[config.mk]
export PLATFORM = sky130hd
export DESIGN_NAME = branch_resolve_unit_flat
export DESIGN_NICKNAME = d
export VERILOG_FILES = /design/src/rtl/branch_resolve_unit_if.sv /design/src/rtl/branch_resolve_unit.sv /design/src/flat_wrapper.sv
export SDC_FILE = /design/constraint.sdc
export NUM_CORES = 1
export LEC_CHECK = 0
export ABC_AREA = 0
export BUFFER_PORTS_ARGS = -buffer_cell sky130_fd_sc_hd__buf_2
export CORE_UTILIZATION = 50
export CTS_BUF_LIST = sky130_fd_sc_hd__clkbuf_16
export DETAILED_ROUTE_END_ITERATION = 12
export PLACE_DENSITY = 0.79
export SLEW_MARGIN = 20
export SYNTH_ARGS = -nofsm -noshare
export SYNTH_HDL_FRONTEND = slang
export SYNTH_SLANG_ARGS = --single-unit
[constraint.sdc]
create_clock -name clk -period 5.3 [get_ports clk]
set_clock_uncertainty 0.05 [all_clocks]
set_input_delay 0 -clock clk [delete_from_list [all_inputs] [get_ports clk]]
set_output_delay 0 -clock clk [all_outputs]
set_load 0.02 [all_outputs]
[src/rtl/branch_resolve_unit_if.sv]
// rtl/branch_resolve_unit_if.sv - prediction, resolve, update and statistics bundle of the branch resolve unit
interface branch_resolve_unit_if #(
  parameter int PC_W  = 32,
  parameter int CNT_W = 16
);
  logic             pred_valid;
  logic             pred_taken;
  logic [PC_W-1:0]  pred_pc;
  logic [PC_W-1:0]  pred_target;
  logic             pred_ready;
  logic             res_valid;
  logic             res_taken;
  logic [PC_W-1:0]  res_target;
  logic             upd_enable;
  logic             upd_taken;
  logic             flush;
  logic [PC_W-1:0]  redirect_pc;
  logic             underflow;
  logic [CNT_W-1:0] branch_cnt;
  logic [CNT_W-1:0] mispred_cnt;

  modport master (
    output pred_valid, pred_taken, pred_pc, pred_target,
    output res_valid, res_taken, res_target,
    input  pred_ready, upd_enable, upd_taken, flush, redirect_pc,
    input  underflow, branch_cnt, mispred_cnt
  );

  modport slave (
    input  pred_valid, pred_taken, pred_pc, pred_target,
    input  res_valid, res_taken, res_target,
    output pred_ready, upd_enable, upd_taken, flush, redirect_pc,
    output underflow, branch_cnt, mispred_cnt
  );
endinterface

[src/rtl/branch_resolve_unit.sv]
// rtl/branch_resolve_unit.sv - in-order matching of fetch predictions against execute outcomes
module branch_resolve_unit #(
  parameter int DEPTH = 4,
  parameter int PC_W  = 32,
  parameter int CNT_W = 16
) (
  input logic             clk,
  input logic             reset_n,
  branch_resolve_unit_if.slave bus
);
  localparam int              AW      = $clog2(DEPTH);
  localparam int              CW      = AW + 1;
  localparam logic [CW-1:0]   FULL    = CW'(DEPTH);
  localparam logic [CNT_W-1:0] CNT_MAX = '1;

  logic            ent_taken_q [DEPTH];
  logic [PC_W-1:0] ent_pc_q    [DEPTH];
  logic [PC_W-1:0] ent_tgt_q   [DEPTH];

  logic [AW-1:0]    wr_ptr_q, wr_ptr_d;
  logic [AW-1:0]    rd_ptr_q, rd_ptr_d;
  logic [CW-1:0]    count_q, count_d;
  logic             upd_enable_q, upd_enable_d;
  logic             upd_taken_q, upd_taken_d;
  logic             flush_q, flush_d;
  logic [PC_W-1:0]  redirect_pc_q, redirect_pc_d;
  logic             underflow_q, underflow_d;
  logic [CNT_W-1:0] branch_cnt_q, branch_cnt_d;
  logic [CNT_W-1:0] mispred_cnt_q, mispred_cnt_d;

  logic            push, pop, mispredict;
  logic            head_taken;
  logic [PC_W-1:0] head_pc, head_tgt, redirect_calc;

  assign bus.pred_ready = (count_q != FULL);

  always_comb begin
    head_taken    = ent_taken_q[rd_ptr_q];
    head_pc       = ent_pc_q[rd_ptr_q];
    head_tgt      = ent_tgt_q[rd_ptr_q];
    push          = bus.pred_valid && bus.pred_ready;
    pop           = bus.res_valid && (count_q != '0);
    mispredict    = pop && ((head_taken != bus.res_taken) ||
                            (bus.res_taken && (head_tgt != bus.res_target)));
    redirect_calc = bus.res_taken ? bus.res_target : head_pc + PC_W'(4);
  end

  // A mispredict squashes every younger entry, including one pushed this cycle.
  always_comb begin
    wr_ptr_d = wr_ptr_q;
    rd_ptr_d = rd_ptr_q;
    count_d  = count_q;
    if (mispredict) begin
      wr_ptr_d = '0;
      rd_ptr_d = '0;
      count_d  = '0;
    end else begin
      if (push) wr_ptr_d = wr_ptr_q + 1'b1;
      if (pop)  rd_ptr_d = rd_ptr_q + 1'b1;
      if (push && !pop)      count_d = count_q + 1'b1;
      else if (pop && !push) count_d = count_q - 1'b1;
    end
  end

  always_comb begin
    upd_enable_d  = pop;
    upd_taken_d   = pop ? bus.res_taken : upd_taken_q;
    flush_d       = mispredict;
    redirect_pc_d = mispredict ? redirect_calc : redirect_pc_q;
    underflow_d   = underflow_q | (bus.res_valid && (count_q == '0));
    branch_cnt_d  = (pop && (branch_cnt_q != CNT_MAX)) ? branch_cnt_q + 1'b1 : branch_cnt_q;
    mispred_cnt_d = (mispredict && (mispred_cnt_q != CNT_MAX)) ? mispred_cnt_q + 1'b1
                                                               : mispred_cnt_q;
  end

  always_ff @(posedge clk or negedge reset_n) begin
    if (!reset_n) begin
      wr_ptr_q      <= '0;
      rd_ptr_q      <= '0;
      count_q       <= '0;
      upd_enable_q  <= 1'b0;
      upd_taken_q   <= 1'b0;
      flush_q       <= 1'b0;
      redirect_pc_q <= '0;
      underflow_q   <= 1'b0;
      branch_cnt_q  <= '0;
      mispred_cnt_q <= '0;
    end else begin
      wr_ptr_q      <= wr_ptr_d;
      rd_ptr_q      <= rd_ptr_d;
      count_q       <= count_d;
      upd_enable_q  <= upd_enable_d;
      upd_taken_q   <= upd_taken_d;
      flush_q       <= flush_d;
      redirect_pc_q <= redirect_pc_d;
      underflow_q   <= underflow_d;
      branch_cnt_q  <= branch_cnt_d;
      mispred_cnt_q <= mispred_cnt_d;
    end
  end

  // Entry storage carries no reset; only the pointers define what is valid.
  always_ff @(posedge clk) begin
    if (push && !mispredict) begin
      ent_taken_q[wr_ptr_q] <= bus.pred_taken;
      ent_pc_q[wr_ptr_q]    <= bus.pred_pc;
      ent_tgt_q[wr_ptr_q]   <= bus.pred_target;
    end
  end

  assign bus.upd_enable  = upd_enable_q;
  assign bus.upd_taken   = upd_taken_q;
  assign bus.flush       = flush_q;
  assign bus.redirect_pc = redirect_pc_q;
  assign bus.underflow   = underflow_q;
  assign bus.branch_cnt  = branch_cnt_q;
  assign bus.mispred_cnt = mispred_cnt_q;
endmodule

[src/flat_wrapper.sv]
// flat-port wrapper written by rule: the top's interface ports become plain ports
module branch_resolve_unit_flat 
#(
  parameter int DEPTH = 4,
  parameter int PC_W  = 32,
  parameter int CNT_W = 16
)
  (clk, reset_n, bus_pred_valid, bus_pred_taken, bus_pred_pc, bus_pred_target, bus_res_valid, bus_res_taken, bus_res_target, bus_pred_ready, bus_upd_enable, bus_upd_taken, bus_flush, bus_redirect_pc, bus_underflow, bus_branch_cnt, bus_mispred_cnt);
  branch_resolve_unit_if #(.PC_W(PC_W), .CNT_W(CNT_W)) bus_i ();
  input logic clk;
  input logic reset_n;
  input wire logic [$bits(bus_i.pred_valid)-1:0] bus_pred_valid;
  input wire logic [$bits(bus_i.pred_taken)-1:0] bus_pred_taken;
  input wire logic [$bits(bus_i.pred_pc)-1:0] bus_pred_pc;
  input wire logic [$bits(bus_i.pred_target)-1:0] bus_pred_target;
  input wire logic [$bits(bus_i.res_valid)-1:0] bus_res_valid;
  input wire logic [$bits(bus_i.res_taken)-1:0] bus_res_taken;
  input wire logic [$bits(bus_i.res_target)-1:0] bus_res_target;
  output wire logic [$bits(bus_i.pred_ready)-1:0] bus_pred_ready;
  output wire logic [$bits(bus_i.upd_enable)-1:0] bus_upd_enable;
  output wire logic [$bits(bus_i.upd_taken)-1:0] bus_upd_taken;
  output wire logic [$bits(bus_i.flush)-1:0] bus_flush;
  output wire logic [$bits(bus_i.redirect_pc)-1:0] bus_redirect_pc;
  output wire logic [$bits(bus_i.underflow)-1:0] bus_underflow;
  output wire logic [$bits(bus_i.branch_cnt)-1:0] bus_branch_cnt;
  output wire logic [$bits(bus_i.mispred_cnt)-1:0] bus_mispred_cnt;
  assign bus_i.pred_valid = bus_pred_valid;
  assign bus_i.pred_taken = bus_pred_taken;
  assign bus_i.pred_pc = bus_pred_pc;
  assign bus_i.pred_target = bus_pred_target;
  assign bus_i.res_valid = bus_res_valid;
  assign bus_i.res_taken = bus_res_taken;
  assign bus_i.res_target = bus_res_target;
  assign bus_pred_ready = bus_i.pred_ready;
  assign bus_upd_enable = bus_i.upd_enable;
  assign bus_upd_taken = bus_i.upd_taken;
  assign bus_flush = bus_i.flush;
  assign bus_redirect_pc = bus_i.redirect_pc;
  assign bus_underflow = bus_i.underflow;
  assign bus_branch_cnt = bus_i.branch_cnt;
  assign bus_mispred_cnt = bus_i.mispred_cnt;
  branch_resolve_unit #(.DEPTH(DEPTH), .PC_W(PC_W), .CNT_W(CNT_W)) u_core (.clk(clk), .reset_n(reset_n), .bus(bus_i));
endmodule
Yosys cells after proc, flatten, opt, wreduce, memory -nomap -nowiden
Memories as Yosys holds them, arrays and structs flattened.
Cells that the tools add are included.

cells by class
  bitwise logic cells = 1
  reduce and logical (&&, ||, !) cells = 19
  multiplexer cells = 10
  $add $sub $neg = 7
  equality and inequality tests = 5

operator list
  operator                                           number
  adder 16 x 1 -> 16 bit (second input constant)     2
  adder 32 x 3 -> 32 bit (second input constant)     1
  2-to-1 mux 32 bit                                  1
  inequality test 16 bit (second input constant)     2
  inequality test 32 bit                             1
  logical AND 1 bit                                  10
  2-to-1 mux 3 bit                                   3
  2-to-1 mux 2 bit                                   4
  nonzero test 3 bit                                 2
  adder 2 x 1 -> 2 bit (second input constant)       2
  nonzero test 2 bit                                 2
  adder 3 x 1 -> 3 bit (second input constant)       1
  logical NOT 1 bit                                  3
  logical NOT 3 bit                                  1
  inequality test 3 bit (second input constant)      1
  subtractor 3 x 1 -> 3 bit (second input constant)  1
  2-to-1 mux 1 bit                                   2
  logical OR 1 bit                                   1
  inequality test 1 bit                              1
  OR 1 bit                                           1

storage, ports and cells
  memory bits (writable) = 260
  flip-flop bits (word level) = 75
  memories kept = 3
  logic and storage cells = 55
  output and inout bits = 69

memories
  name                depth  bits a word  rd ports  clocked after memory_dff  write ports  RTL line                   source
  u_core.ent_pc_q     4      32           1         0                         1            branch_resolve_unit.sv:17  logic [PC_W-1:0] ent_pc_q [DEPTH];
  u_core.ent_tgt_q    4      32           1         0                         1            branch_resolve_unit.sv:18  logic [PC_W-1:0] ent_tgt_q [DEPTH];
  u_core.ent_taken_q  4      1            1         0                         1            branch_resolve_unit.sv:16  logic ent_taken_q [DEPTH];

Depth between registers and ports, before layout
Gate-level depths: netlist (run 1).
An unclocked memory read counts as a cell.

  depth after elaboration = 9
  depth in mapped cells = 13
  gate-level depth less buffers = 10

Least setup slack after synthesis (run 1)
Ideal clock, no wire load.

  kind = flip-flop to flip-flop
  start point = register u_core.rd_ptr_q[0]
  end point = memory u_core.ent_pc_q[0][0], enable pin
  period minus slack after synthesis = 4.344 ns
  path buffers = 4
  data arrival time = 3.863 ns
  setup time = 0.430 ns
  stages on the path, launching flop included = 12
  slack = 0.956 ns
  path through = dfrtp_1 > buf_6 > buf_6 > mux4_2 > xnor2_1 > nand4_1 > nor4_1 > nand4_1 > o21ai_2 > buf_4 > buf_4 > and3_1

on the way
  cells in the longest elaborated chain, start to end = 9
  elaborated cells between the ends (all ways) = 11
  those cells by class = 2 x eq/ne; 2 x mux; 5 x reduce/logical; 2 x memory

RTL lines
  item                                      RTL line                    source
  start, declared                           branch_resolve_unit.sv:21   logic [AW-1:0] rd_ptr_q, rd_ptr_d;
  start signal, assigned                    branch_resolve_unit.sv:90   rd_ptr_q <= rd_ptr_d;
  memory (4 x 32 bit)                       --
  inequality test 32 bit                    branch_resolve_unit.sv:44   (bus.res_taken && (head_tgt != bus.res_target)));
  logical AND 1 bit                         branch_resolve_unit.sv:44
  logical OR 1 bit *                        branch_resolve_unit.sv:43   mispredict = pop && ((head_taken != bus.res_taken) ||
  logical AND 1 bit *                       branch_resolve_unit.sv:43
  logical NOT 1 bit *                       branch_resolve_unit.sv:104  if (push && !mispredict) begin
  logical AND 1 bit *                       branch_resolve_unit.sv:104
  2-to-1 mux 1 bit *                        branch_resolve_unit.sv:104
  2-to-1 mux 1 bit (implied by the code) *  branch_resolve_unit.sv:106  ent_pc_q[wr_ptr_q] <= bus.pred_pc;
  end, declared                             branch_resolve_unit.sv:17

Every way passes the cells marked *; elsewhere a longest branch is shown, timed or not.

Worst setup path in the final report (run 1)
  start point = register u_core.rd_ptr_q[0]
  end point = register u_core.mispred_cnt_q[1] (netlist: u_core.bus.mispred_cnt[1])

on the way
  cells in the longest elaborated chain, start to end = 6
  elaborated cells between the ends (all ways) = 8
  those cells by class = 2 x eq/ne; 4 x reduce/logical; 2 x memory

RTL lines
  item                    RTL line                   source
  memory (4 x 32 bit)     --
  inequality test 32 bit  branch_resolve_unit.sv:44
  logical AND 1 bit       branch_resolve_unit.sv:44
  logical OR 1 bit *      branch_resolve_unit.sv:43
  logical AND 1 bit *     branch_resolve_unit.sv:43
  logical AND 1 bit *     branch_resolve_unit.sv:72  mispred_cnt_d = (mispredict && (mispred_cnt_q != CNT_MAX)) ? mispred_cnt_q + 1'b1
  end signal, assigned    branch_resolve_unit.sv:98  mispred_cnt_q <= mispred_cnt_d;
  end, declared           branch_resolve_unit.sv:29  logic [CNT_W-1:0] mispred_cnt_q, mispred_cnt_d;

Marks and branches as above.
A chain may end at the register's enable or synchronous reset.

==> results by stage, run 1 <==
Timing:
- The total of endpoints with negative setup slack in the final report is 0.
- After routing, the total negative slack on setup checks comes to 0 ps.
- The count of final hold-check violations is 0.
- Of the available clock period, the critical path in the final layout requires 0.842.
- The number of pins with negative max-slew slack in the final report is 0.
- Timing would allow up to 224 MHz.
- For the pin with the worst max-slew slack, the measured transition is 985 ps.
- The worst pin sits at a relative slew slack of 0.343.
- Setup repair after global routing left no endpoint under its margin.
- The final critical-path required period is 4460 ps.

Drt:
- For this block, the via count after detailed routing is 8397.
- The first-pass detailed-route iteration total is 5.
- The wire length per cell is 21.1 um.
- In the routed layout, each cell is associated on average with a via count of 5.52.
- The DRC violations left is 0.
- Wires add up to 32100 um.
- The count of nets left with antenna violations once routing finished came out at 0.
- The violation count after the first detailed-route iteration is 603.

Worst setup path:
- The worst setup path is captured at a flip-flop.
- The setup path with the least slack is of type flip-flop to flip-flop.
- The cell with the largest stage delay on the worst path is sky130_fd_sc_hd__dfrtp_4.
- Along the worst path, the maximum fanout reaches 47.
- The delay of the slowest critical-path stage is 1000 ps.
- In this design, the largest share of critical-path delay is due to flip-flops.
- For the worst setup path, the data arrival time is 4800 ps.
- The critical path goes through mux4_2 > xnor2_1 > nand4_1 > nor4_1 > nand4_1 > o21ai_4 > buf_4 > buf_4 > nor2_1 > mux2_2.
- The combined buffer and inverter count along the critical path is 2.
- At the worst endpoint, the required time is 5640 ps.
- STA classifies the critical path startpoint as a flip-flop.

Floorplan:
- For this design the top-level I/O count stands at 171.
- The number of rows in the core area is 60.
- The starting density of the core is 0.513.
- The die width is 169 um.
- The die outline area is 28500 um2.
- The total area inside the core boundary comes to 27100 um2.
- The vertical die dimension is 169 um.

Clock network:
- The number of buffers created by CTS is 34.
- The cell at the root of the clock tree is sky130_fd_sc_hd__clkbuf_16.
- Clock-pin slew was measured on the worst setup and hold paths at 60 ps.
- TritonCTS built the clock tree.
- Once the clock tree was built, the setup fixing pass inserted 0 buffers.
- The post-cts hold buffer count is 100.
- The post-cts sizing count is 0.
- The deepest level of the CTS H-tree is 2.
- The number of clock sinks seen by CTS is 335.
- The clock passes through at most 3 buffers.
- The insertion delay to the later sink of the worst-skew pair is 520 ps.

Pwr:
- The switching power is 2.65 mW.
- Of the total power, the share spent switching nets is 0.315.
- The worst-case vdd ir drop is 317 uV.
- The internal portion of the total power is 5.76 mW.
- The leakage power summed over all cells is 6.43 nW.
- The total power density per cell area is 488 nW/um2.
- After layout, the design draws a total of 8.41 mW.
- The part of the power in the clock network is 0.277.
- Of the total power, combinational logic draws 0.280.
- Of the total power, registers draw 0.443.

Final layout:
- The net count of the finished layout is 1234.
- The area used by sequential logic in the layout is 9690 um2.
- The library cell used most frequently in the layout, excluding fill and tap cells, is sky130_fd_sc_hd__edfxtp_1.
- The count of non-filler cells in the finished layout is 1522.
- In the final layout, the share of cells above drive strength 1 is 0.269.
- Measured on the finished design, the core utilization comes to 0.636.
- In the final layout, the multi-input gates occupy 3960 um2.
- The filler cells instantiated in the layout total 1909.
- In the layout the commonest cells are sky130_fd_sc_hd__edfxtp_1, sky130_fd_sc_hd__buf_2, sky130_fd_sc_hd__dlygate4sd3_1, sky130_fd_sc_hd__dfrtp_1, sky130_fd_sc_hd__xnor2_1.
- The area growth from synthesis to layout is 24.0%.

Synthesis:
- The register area share after synthesis is 0.697.
- For this run, asynchronously set or reset flops after synthesis account for 0.224.
- The warning count from the yosys run is 0.
- The synthesized design contains 260 enable-type register cells.
- Counting every net in the synthesized netlist gives 947.
- Synthesis inferred 335 register bits.
- In the synthesized netlist the dominant register cell turns out to be sky130_fd_sc_hd__edfxtp_1.
- The instance count of the mapped netlist is 836.
- The synthesized netlist occupies a cell area of 13900 um2.
- The average footprint of a synthesized cell is 16.6 um2.
- The number of unique standard cell types used by synthesis is 48.

GRT:
- The global-route congestion overflow total is 0.
- The maximum number of pins on one net before global-route repair is 76.
- The number of global-route vias before repair is 8550.
- The initial antenna violation count is 2.
- The wire length of the first global-routing pass is 48500 um.
- The overall track demand over capacity in global routing is 0.229.

Run:
- The count of max-cap constraint violations is 0.

Place:
- The post-detailed-placement half-perimeter wirelength is 20700 um.
- The number of placed instances, taps included, is 1359.
- Input and output buffers added on the ports amount to 170.
- The final weighted congestion in routability-driven placement is 0.821.

Run status:
- The flow ran to the end, and the final reports show no timing, DRC or antenna violations.

Min path:
- The path type of the worst min-delay path is primary input to flip-flop.
[cells in the mapped netlist (all sizes together), types with 7 or more instances]
master    n  share of area
a21oi    22         0.0079
and2      7         0.0032
nand2    61          0.016
xnor2    62          0.039
nand3    22         0.0079
xor2     26          0.016
inv      10         0.0027
mux2      9         0.0073
and3     18         0.0081
mux2i    31          0.022
ha        8         0.0072
dfrtp    75           0.14
nand4    14         0.0063
edfxtp  260           0.56
buf      25          0.014
clkbuf    8         0.0022
mux4     58          0.094
nor2     32         0.0086
o21ai    37          0.014
nor3     11         0.0040
[worst paths after layout]
kind	startpoint	depth (start not counted)	slack, ps	to
min in group asynchronous	reset_n	2	150	u_core.bus.mispred_cnt[0]
worst min register to register	u_core.bus.underflow	1	420	u_core.bus.underflow
max in group asynchronous	reset_n	2	4310	u_core.rd_ptr_q[1]
worst max register to register	u_core.rd_ptr_q[0]	10	840	u_core.bus.mispred_cnt[1]
worst min-delay path	bus_res_taken	4	100	u_core.bus.redirect_pc[8]
worst max-delay path	u_core.rd_ptr_q[0]	10	840	u_core.bus.mispred_cnt[1]
[worst min-delay path: stages]
cell	delay, ps
sky130_fd_sc_hd__buf_2	100
sky130_fd_sc_hd__buf_4	260
sky130_fd_sc_hd__a21oi_1	170
sky130_fd_sc_hd__o21ai_0	80
[sequential cells by signal, summed over array words and instances (netlist names)]
signal / flops
u_core.bus.flush: 1
u_core.bus.branch_cnt: 16
u_core.bus.upd_taken: 1
u_core.ent_pc_q: 128
u_core.ent_tgt_q: 128
u_core.bus.upd_enable: 1
u_core.wr_ptr_q: 2
u_core.bus.mispred_cnt: 16
u_core.ent_taken_q: 4
u_core.bus.redirect_pc: 32
u_core.rd_ptr_q: 2
u_core.count_q: 3
u_core.bus.underflow: 1
[metrics by stage]
stage	setup WS (ps)	cell area [um2]	hold slack (ps)
3_3_place_gp	886	15100	164
2_1_floorplan	956	13900	-346
3_5_place_dp	833	15100	172
5_1_grt	453	17200	111
6_report	839	17200	104
4_1_cts	835	17200	79.5
[power groups by stage]
stage          combinational (mW)  sequential [mW]  clock (mW)
2_1_floorplan                1.56             3.81           0
3_3_place_gp                 2.24             3.76           0
3_5_place_dp                 2.28             3.78           0
4_1_cts                      2.36             3.73        2.37
5_1_grt                      2.54             3.78        2.46
6_report                     2.36             3.72        2.33
[cells by family after synthesis]
family / count (synthesis) / synth area share
AO/OA/AOI/OAI: 71 / 0.0285
XOR/XNOR: 88 / 0.0555
adder cells (fa/ha/maj): 9 / 0.00865
buffers and inverters: 43 / 0.0186
flip-flops: 335 / 0.697
multiplexers: 98 / 0.124
AND/OR/NAND/NOR: 192 / 0.0682
[layout make-up]
class,instances,share of cell area
flip-flops and latches,335,0.563
inverters,10,0.00218
repair buffers,284,0.115
diodes,2,0.000291
clock buffers,35,0.0508
multi-input cells,458,0.230
well taps,372,0.0270
clock inverters,26,0.0118
[routing by layer]
layer | up-vias | GRT usage | share of wire
met1 | 4175 | 0.306 | 0.41
met4 | 0 | 0.0877 | 0.029
met5 | - | 0 | 0
met2 | 391 | 0.366 | 0.47
li1 | 3773 | - | -
met3 | 58 | 0.0542 | 0.090
No activity file was read; power rests on OpenSTA's default activity.
==> run 2, diff against run 1 <==
--- a/config.mk
+++ b/config.mk
@@ -10,7 +10,7 @@
 export CORE_UTILIZATION = 50
 export CTS_BUF_LIST = sky130_fd_sc_hd__clkbuf_16
 export DETAILED_ROUTE_END_ITERATION = 12
-export PLACE_DENSITY = 0.79
+export PLACE_DENSITY = 0.82
 export SLEW_MARGIN = 20
 export SYNTH_ARGS = -nofsm -noshare
 export SYNTH_HDL_FRONTEND = slang
==> constraint.sdc (replaced) <==
create_clock -name clk -period 3.95 [get_ports clk]
set_clock_uncertainty 0.05 [all_clocks]
set_input_delay 0 -clock clk [delete_from_list [all_inputs] [get_ports clk]]
set_output_delay 0 -clock clk [all_outputs]
set_load 0.02 [all_outputs]
==> run 2 against run 1 <==
Against the previous run: final cell count up 0.79%; sequential share of layout area fell by 0.71 points; critical path depth is 1 lower; largest cell class unchanged; largest power group unchanged; highest routed layer unchanged.
==> results by stage, run 2 (synthesis results as in run 1) <==
Drt:
- The via density per instance came to 5.65 (was 5.52).
- The violation count after the first detailed-route iteration came to 893 (was 603).
- The first-pass detailed-route iteration total is 5 (unchanged).
- The wire length per cell is 22.0 um (was 21.1 um).
- The DRC violations left came to 0 (unchanged).
- The total number of vias came to 8662 (was 8397).
- The total detailed-routing wirelength is 33800 um (was 32100 um).
- The final antenna-violating net count is 0 (unchanged).

Worst setup path:
- The path type of the worst setup path is flip-flop to flip-flop (unchanged).
- The required arrival time at the worst endpoint was 4090 ps (was 5640 ps).
- The highest net fanout along the worst path is 26 (was 47).
- The kind of launch point of the worst setup path was a flip-flop (unchanged).
- The worst-case reg-to-reg path depth is 9 (was 10).
- The register-to-register setup slack came to 300 ps (was 840 ps).
- The delay of the slowest critical-path stage is 600 ps (was 1000 ps).
- The launch point of the worst reg-to-reg path is u_core.rd_ptr_q[0] (unchanged).
- The endpoint of the worst register-to-register path was u_core.ent_pc_q[0][20] (was u_core.bus.mispred_cnt[1]).
- The cell with the largest stage delay on the worst path is sky130_fd_sc_hd__dfrtp_4 (unchanged).
- The cell that appears most often on the critical path is sky130_fd_sc_hd__nand4_1.
- Cells traversed along the worst timing path: buf_16 > mux4_2 > xnor2_1 > nand4_1 > nor4_2 > nand4_1 > o21ai_4 > and3_2 > buf_12 (was mux4_2 > xnor2_1 > nand4_1 > nor4_1 > nand4_1 > o21ai_4 > buf_4 > buf_4 > nor2_1 > mux2_2).
- The type of element capturing the critical path is a flip-flop (unchanged).
- The signal arrival time at the worst endpoint is 3800 ps (was 4800 ps).

GRT:
- The initial antenna violation count is 1 (was 2).
- The maximum number of pins on one net before global-route repair is 76 (unchanged).
- The global-route congestion overflow total was 0 (unchanged).
- The wire length of the first global-routing pass is 51400 um (was 48500 um).
- The overall track demand over capacity in global routing is 0.242 (was 0.229).
- The number of global-route vias before repair was 8740 (was 8550).

Pwr:
- The total power density per cell area came to 660 nW/um2 (was 488 nW/um2).
- The post-route total power is 11.5 mW (was 8.41 mW).
- The leakage power summed over all cells is 6.52 nW (was 6.43 nW).
- The worst-case vdd ir drop is 344 uV (was 317 uV).

Final layout:
- The final core area utilization is 0.644 (was 0.636).
- The layout cell share with drive strength beyond 1 came to 0.276 (was 0.269).
- Most frequent cells in the layout: sky130_fd_sc_hd__edfxtp_1, sky130_fd_sc_hd__buf_2, sky130_fd_sc_hd__dlygate4sd3_1, sky130_fd_sc_hd__dfrtp_1, sky130_fd_sc_hd__xnor2_1 (unchanged).
- The fill cell total of the finished layout is 1829 (was 1909).
- The area growth from synthesis to final layout is 25.6% (was 24.0%).
- The final instance area was 17400 um2 (was 17200 um2).
- The count of non-filler cells in the finished layout is 1534 (was 1522).
- The most common library cell in the layout ignoring fill and taps is sky130_fd_sc_hd__edfxtp_1 (unchanged).
- The net count of the finished layout is 1247 (was 1234).

Clock network:
- The number of clock sinks seen by CTS is 335 (unchanged).
- The number of buffers created by CTS is 35 (was 34).
- The insertion delay to the later sink of the worst-skew pair is 510 ps (was 520 ps).
- The cell at the root of the clock tree is sky130_fd_sc_hd__clkbuf_16 (unchanged).
- The CTS tree is built (unchanged).
- The buffer levels on the longest clock path is 3 (unchanged).
- The register clock-pin slew on the reported worst setup and hold paths is 60 ps (about the same).
- The deepest level of the CTS H-tree is 2 (unchanged).

Timing:
- The maximum achievable frequency is 274 MHz (was 224 MHz).
- The number of pins with negative max-slew slack in the final report is 0 (unchanged).
- The accumulated negative setup slack was 0 ps (unchanged).
- The worst-case headroom to the max-slew limit came to 0.515 (was 0.343).
- The total of endpoints with negative setup slack in the final report is 0 (unchanged).
- The post-route fraction of the period consumed by the critical path came to 0.925 (was 0.842).
- The count of final hold-check violations came to 0 (unchanged).
- The post-layout worst setup margin is 296 ps (was 839 ps).
- RSZ-0062 raised after global routing: false (unchanged).
- The worst hold slack after final layout is 48.0 ps (was 104 ps).
- The final critical-path required period was 3650 ps (was 4460 ps).
- The pin slew with the least headroom to its limit was 727 ps (was 985 ps).

Floorplan:
- The vertical die dimension is 169 um (unchanged).
- The number of rows in the core area is 60 (unchanged).
- The starting density of the core is 0.513 (unchanged).
- The number of placed I/O pins came to 171 (unchanged).
- The die width came to 169 um (unchanged).
- The die outline area is 28500 um2 (unchanged).
- The placeable core area is 27100 um2 (unchanged).

Place:
- The pre-CTS setup slack is 135 ps (was 833 ps).
- The cell area after placement is 15300 um2 (was 15100 um2).
- The final weighted congestion in routability-driven placement is 0.903 (was 0.821).
- The count of port buffers added during placement is 170 (unchanged).
- The post-detailed-placement half-perimeter wirelength is 21800 um (was 20700 um).
- The number of instances in the placed design was 1369 (was 1359).

Min path:
- The path type of the worst min-delay path is primary input to async pin (was primary input to flip-flop).

Run status:
- Result of the run: finished clean (unchanged).

Run:
- The count of max-cap constraint violations was 0 (unchanged).
-- run 2: what timing repair did --
| action | in CTS | in global routing |
|---|---|---|
| resized for setup | 0 | 1 |
| buffers inserted | 0 | 1 |
| endpoints found under the setup margin | 0 | 197 |
| hold endpoints to repair | 371 | 0 |
| hold buffers | 101 | 0 |
-- run 2: how the worst max path moves through the flow --
stage / cells after the start / to / slack, ps / from
2_1_floorplan: 11 / u_core.ent_pc_q[0][0] / 320 / u_core.rd_ptr_q[0]
3_3_place_gp: 8 / u_core.ent_tgt_q[0][14] / 240 / u_core.rd_ptr_q[0]
3_5_place_dp: 8 / u_core.ent_pc_q[0][3] / 140 / u_core.rd_ptr_q[0]
4_1_cts: 8 / u_core.ent_pc_q[0][12] / 70 / u_core.rd_ptr_q[0]
5_1_grt: 9 / u_core.ent_pc_q[0][11] / 140 / u_core.rd_ptr_q[0]
6_report: 9 / u_core.ent_pc_q[0][20] / 300 / u_core.rd_ptr_q[0]
-- run 2: power breakdown --
part | internal (mW) | total [mW] | switching (mW)
registers | 4.52 | 4.90 | 0.376
clock network | 1.88 | 3.19 | 1.31
logic | 1.49 | 3.43 | 1.94
total | 7.89 | 11.5 | 3.62
-- run 2: layout make-up --
class                      count  area, um2  area share
sequential                   335       9690       0.555
tap                          372        465      0.0267
timing repair buffer         296       2180       0.125
clock buffer                  35        876      0.0502
inverter                      10       37.5     0.00215
multi-input combinational    458       3970       0.228
antenna                        1       2.50    0.000143
clock inverter                27        230      0.0132
-- run 2: critical path: cells and delay by family (launching register included) --
kind / cells / cell delay (ps)
DFF: 1 / 600
AOI/OAI and AO/OA: 1 / 330
muxes: 1 / 530
xor gates and xnor gates: 1 / 160
and+or+nand+nor: 4 / 1190
buffers and inverters: 2 / 460
-- run 2: per-layer routing --
metal  GRT usage  routed length (um)  vias up
met2       0.389               16100      473
met1       0.332               13600     4314
met4      0.0929                1220        0
li1            -                   -     3803
met5           0                   0        -
met3      0.0449                2810       72
==> run 3, diff against run 2 <==
--- a/config.mk
+++ b/config.mk
@@ -11,6 +11,7 @@
 export CTS_BUF_LIST = sky130_fd_sc_hd__clkbuf_16
 export DETAILED_ROUTE_END_ITERATION = 12
 export PLACE_DENSITY = 0.82
+export REMOVE_ABC_BUFFERS = 1
 export SLEW_MARGIN = 20
 export SYNTH_ARGS = -nofsm -noshare
 export SYNTH_HDL_FRONTEND = slang
==> run 3 against run 2 <==
Against the previous run: sequential cell count unchanged; worst hold slack worse by 17 ps; combinational power down 4%; core utilization up 0.34 points; maximum frequency down 1.2%; clock-buffer cell count up 1; power up 2.7%; critical path depth down 1; critical endpoint is now u_core.ent_pc_q[1][28]; non-clock buffer count down 4; final cell count about the same.
==> results by stage, run 3 (synthesis results as in run 1) <==
Pwr:
- The part of the power in the clock network was 0.303 (was 0.277).
- The switching power was 3.69 mW (was 3.62 mW).
- The combinational cell fraction of total power came to 0.279 (was 0.298).
- The leakage power summed over all cells is 6.56 nW (was 6.52 nW).
- The post-route total power was 11.8 mW (was 11.5 mW).
- The internal power contribution is 8.13 mW (was 7.89 mW).
- The worst-case vdd ir drop was 436 uV (was 344 uV).
- The net switching share of the total power came to 0.312 (was 0.315).
- The fraction of power consumed by sequential logic was 0.418 (was 0.426).
- The total power density per cell area is 674 nW/um2 (was 660 nW/um2).

Clock network:
- The number of buffers created by CTS was 36 (was 35).
- The cell at the root of the clock tree is sky130_fd_sc_hd__clkbuf_16 (unchanged).
- The number of buffers inserted by post-CTS setup repair is 0 (unchanged).
- The insertion delay to the later sink of the worst-skew pair is 540 ps (was 510 ps).
- The post-cts sizing count is 0 (unchanged).
- The buffer levels on the longest clock path is 3 (unchanged).
- The CTS tree is built (unchanged).
- The deepest level of the CTS H-tree is 2 (unchanged).
- The number of clock sinks seen by CTS is 335 (unchanged).
- The register clock-pin slew on the reported worst setup and hold paths came to 60 ps (about the same).

Timing:
- The final critical-path required period is 3700 ps (was 3650 ps).
- The post-layout worst setup margin came to 250 ps (was 296 ps).
- The worst hold slack after final layout was 30.9 ps (was 48.0 ps).
- The worst-case headroom to the max-slew limit is 0.490 (was 0.515).
- The pin slew with the least headroom to its limit came to 765 ps (was 727 ps).
- The number of pins with negative max-slew slack in the final report is 0 (unchanged).
- The accumulated negative setup slack is 0 ps (unchanged).
- RSZ-0062 raised after global routing: false (unchanged).
- The maximum achievable frequency is 270 MHz (was 274 MHz).
- The post-route fraction of the period consumed by the critical path is 0.937 (was 0.925).
- The count of final hold-check violations is 0 (unchanged).
- The total of endpoints with negative setup slack in the final report is 0 (unchanged).

Place:
- The cell area after placement is 15300 um2 (about the same).
- The count of port buffers added during placement is 170 (unchanged).
- The post-detailed-placement half-perimeter wirelength was 20400 um (was 21800 um).
- The number of instances in the placed design is 1367 (was 1369).
- The final weighted congestion in routability-driven placement was 0.818 (was 0.903).
- The pre-CTS setup slack is 244 ps (was 135 ps).

Worst setup path:
- The cell with the largest stage delay on the worst path is sky130_fd_sc_hd__dfrtp_4 (unchanged).
- The signal arrival time at the worst endpoint was 3850 ps (was 3800 ps).
- The type of element capturing the critical path was a flip-flop (unchanged).
- The endpoint of the worst register-to-register path is u_core.ent_pc_q[1][28] (was u_core.ent_pc_q[0][20]).
- The path type of the worst setup path is flip-flop to flip-flop (unchanged).
- Cells traversed along the worst timing path: mux4_2 > xnor2_1 > nand4_1 > nor4_1 > nand4_1 > o21ai_4 > and3_2 > buf_4 (was buf_16 > mux4_2 > xnor2_1 > nand4_1 > nor4_2 > nand4_1 > o21ai_4 > and3_2 > buf_12).
- The kind of launch point of the worst setup path is a flip-flop (unchanged).
- The delay of the slowest critical-path stage came to 830 ps (was 600 ps).
- The register-to-register setup slack is 250 ps (was 300 ps).
- The worst-case reg-to-reg path depth is 8 (was 9).
- The required arrival time at the worst endpoint is 4100 ps (was 4090 ps).
- The launch point of the worst reg-to-reg path is u_core.rd_ptr_q[0] (unchanged).
- The most prevalent standard cell on the critical path is sky130_fd_sc_hd__nand4_1 (unchanged).
- The highest net fanout along the worst path was 30 (was 26).

Floorplan:
- The die outline area is 28500 um2 (unchanged).
- The vertical die dimension is 169 um (unchanged).
- The number of placed I/O pins is 171 (unchanged).
- The number of rows in the core area is 60 (unchanged).
- The die width is 169 um (unchanged).
- The placeable core area is 27100 um2 (unchanged).
- The starting density of the core is 0.513 (unchanged).

Drt:
- The violation count after the first detailed-route iteration is 785 (was 893).
- The DRC violations left is 0 (unchanged).
- The via density per instance was 5.65 (about the same).
- The wire length per cell was 20.9 um (was 22.0 um).
- The total number of vias is 8673 (was 8662).
- The first-pass detailed-route iteration total came to 5 (unchanged).
- The total detailed-routing wirelength is 32100 um (was 33800 um).
- The final antenna-violating net count is 0 (unchanged).

GRT:
- The maximum number of pins on one net before global-route repair is 76 (unchanged).
- The number of global-route vias before repair is 8563 (was 8740).
- The wire length of the first global-routing pass is 48600 um (was 51400 um).
- The global-route congestion overflow total is 0 (unchanged).
- The overall track demand over capacity in global routing is 0.227 (was 0.242).
- The initial antenna violation count came to 2 (was 1).

Final layout:
- The final instance area is 17500 um2 (was 17400 um2).
- The most common library cell in the layout ignoring fill and taps is sky130_fd_sc_hd__edfxtp_1 (unchanged).
- Most frequent cells in the layout: sky130_fd_sc_hd__edfxtp_1, sky130_fd_sc_hd__buf_2, sky130_fd_sc_hd__dlygate4sd3_1, sky130_fd_sc_hd__dfrtp_1, sky130_fd_sc_hd__xnor2_1 (unchanged).
- The final core area utilization is 0.647 (was 0.644).
- The area growth from synthesis to final layout is 26.3% (was 25.6%).
- The fill cell total of the finished layout is 1806 (was 1829).
- The net count of the finished layout came to 1244 (was 1247).
- The layout cell share with drive strength beyond 1 was 0.282 (was 0.276).
- The count of non-filler cells in the finished layout is 1535 (was 1534).

Run:
- The count of max-cap constraint violations is 0 (unchanged).

Run status:
- Result of the run: finished clean (unchanged).

Min path:
- The path type of the worst min-delay path is primary input to async pin (unchanged).
-- run 3: cell count changes in the layout (fill, tap and decap cells not counted), moves of 2 or more --
cell	before	now
sky130_fd_sc_hd__buf_12	8	6
sky130_fd_sc_hd__clkinv_1	8	6
sky130_fd_sc_hd__bufinv_16	4	7
sky130_fd_sc_hd__inv_1	15	10
sky130_fd_sc_hd__clkinv_8	0	2
sky130_fd_sc_hd__clkinv_4	0	3
-- run 3: how the worst max path moves through the flow --
stage	start	slack, ps	cells after the start	to
after global routing	u_core.rd_ptr_q[0]	60	9	u_core.ent_pc_q[1][23]
after floorplan	u_core.rd_ptr_q[0]	-3430	7	u_core.ent_pc_q[0][0]
after detailed placement	u_core.rd_ptr_q[0]	240	8	u_core.ent_pc_q[1][25]
final	u_core.rd_ptr_q[0]	250	8	u_core.ent_pc_q[1][28]
after global placement	u_core.rd_ptr_q[0]	240	8	u_core.ent_pc_q[1][25]
after CTS	u_core.rd_ptr_q[0]	210	8	u_core.ent_pc_q[1][23]
-- run 3: worst max-delay path, delay by kind of cell (launching register included) --
family	cells	cell delay [ps]
buffers and inverters	1	320
AND/OR/NAND/NOR	4	1050
AO/OA/AOI/OAI	1	270
XOR/XNOR	1	210
multiplexers	1	590
flip-flops	1	830
-- run 3: final cells by class --
cell class	count	area, um2	area share
Sequential cell	335	9690	0.552
Multi-Input combinational cell	458	3960	0.226
Timing Repair Buffer	292	2100	0.120
Clock buffer	36	901	0.0514
Tap cell	372	465	0.0265
Clock inverter	30	379	0.0216
Inverter	10	37.5	0.00214
Antenna cell	2	5.00	0.000285
-- run 3: metal layers --
layer / wire length [um] / global-route usage / vias up / part of all wire
li1: - / - / 3795 / -
met1: 12900 / 0.299 / 4337 / 0.40
met2: 15900 / 0.378 / 464 / 0.50
met3: 2380 / 0.0383 / 77 / 0.074
met4: 908 / 0.0925 / 0 / 0.028
met5: 0 / 0 / - / 0
-- run 3: repair_timing --
action / in CTS / in global routing
endpoints found under the setup margin: 0 / 0
hold endpoints to repair: 371 / 0
hold buffers: 100 / 0
-- run 3: power by group through the flow --
stage	sequential (mW)	clock, mW	combinational [mW]
global route	5.01	3.77	3.52
global placement	4.96	0	3.10
CTS	4.94	3.64	3.28
floorplan	5.29	0	1.83
detailed placement	5.01	0	3.17
finish	4.94	3.59	3.30
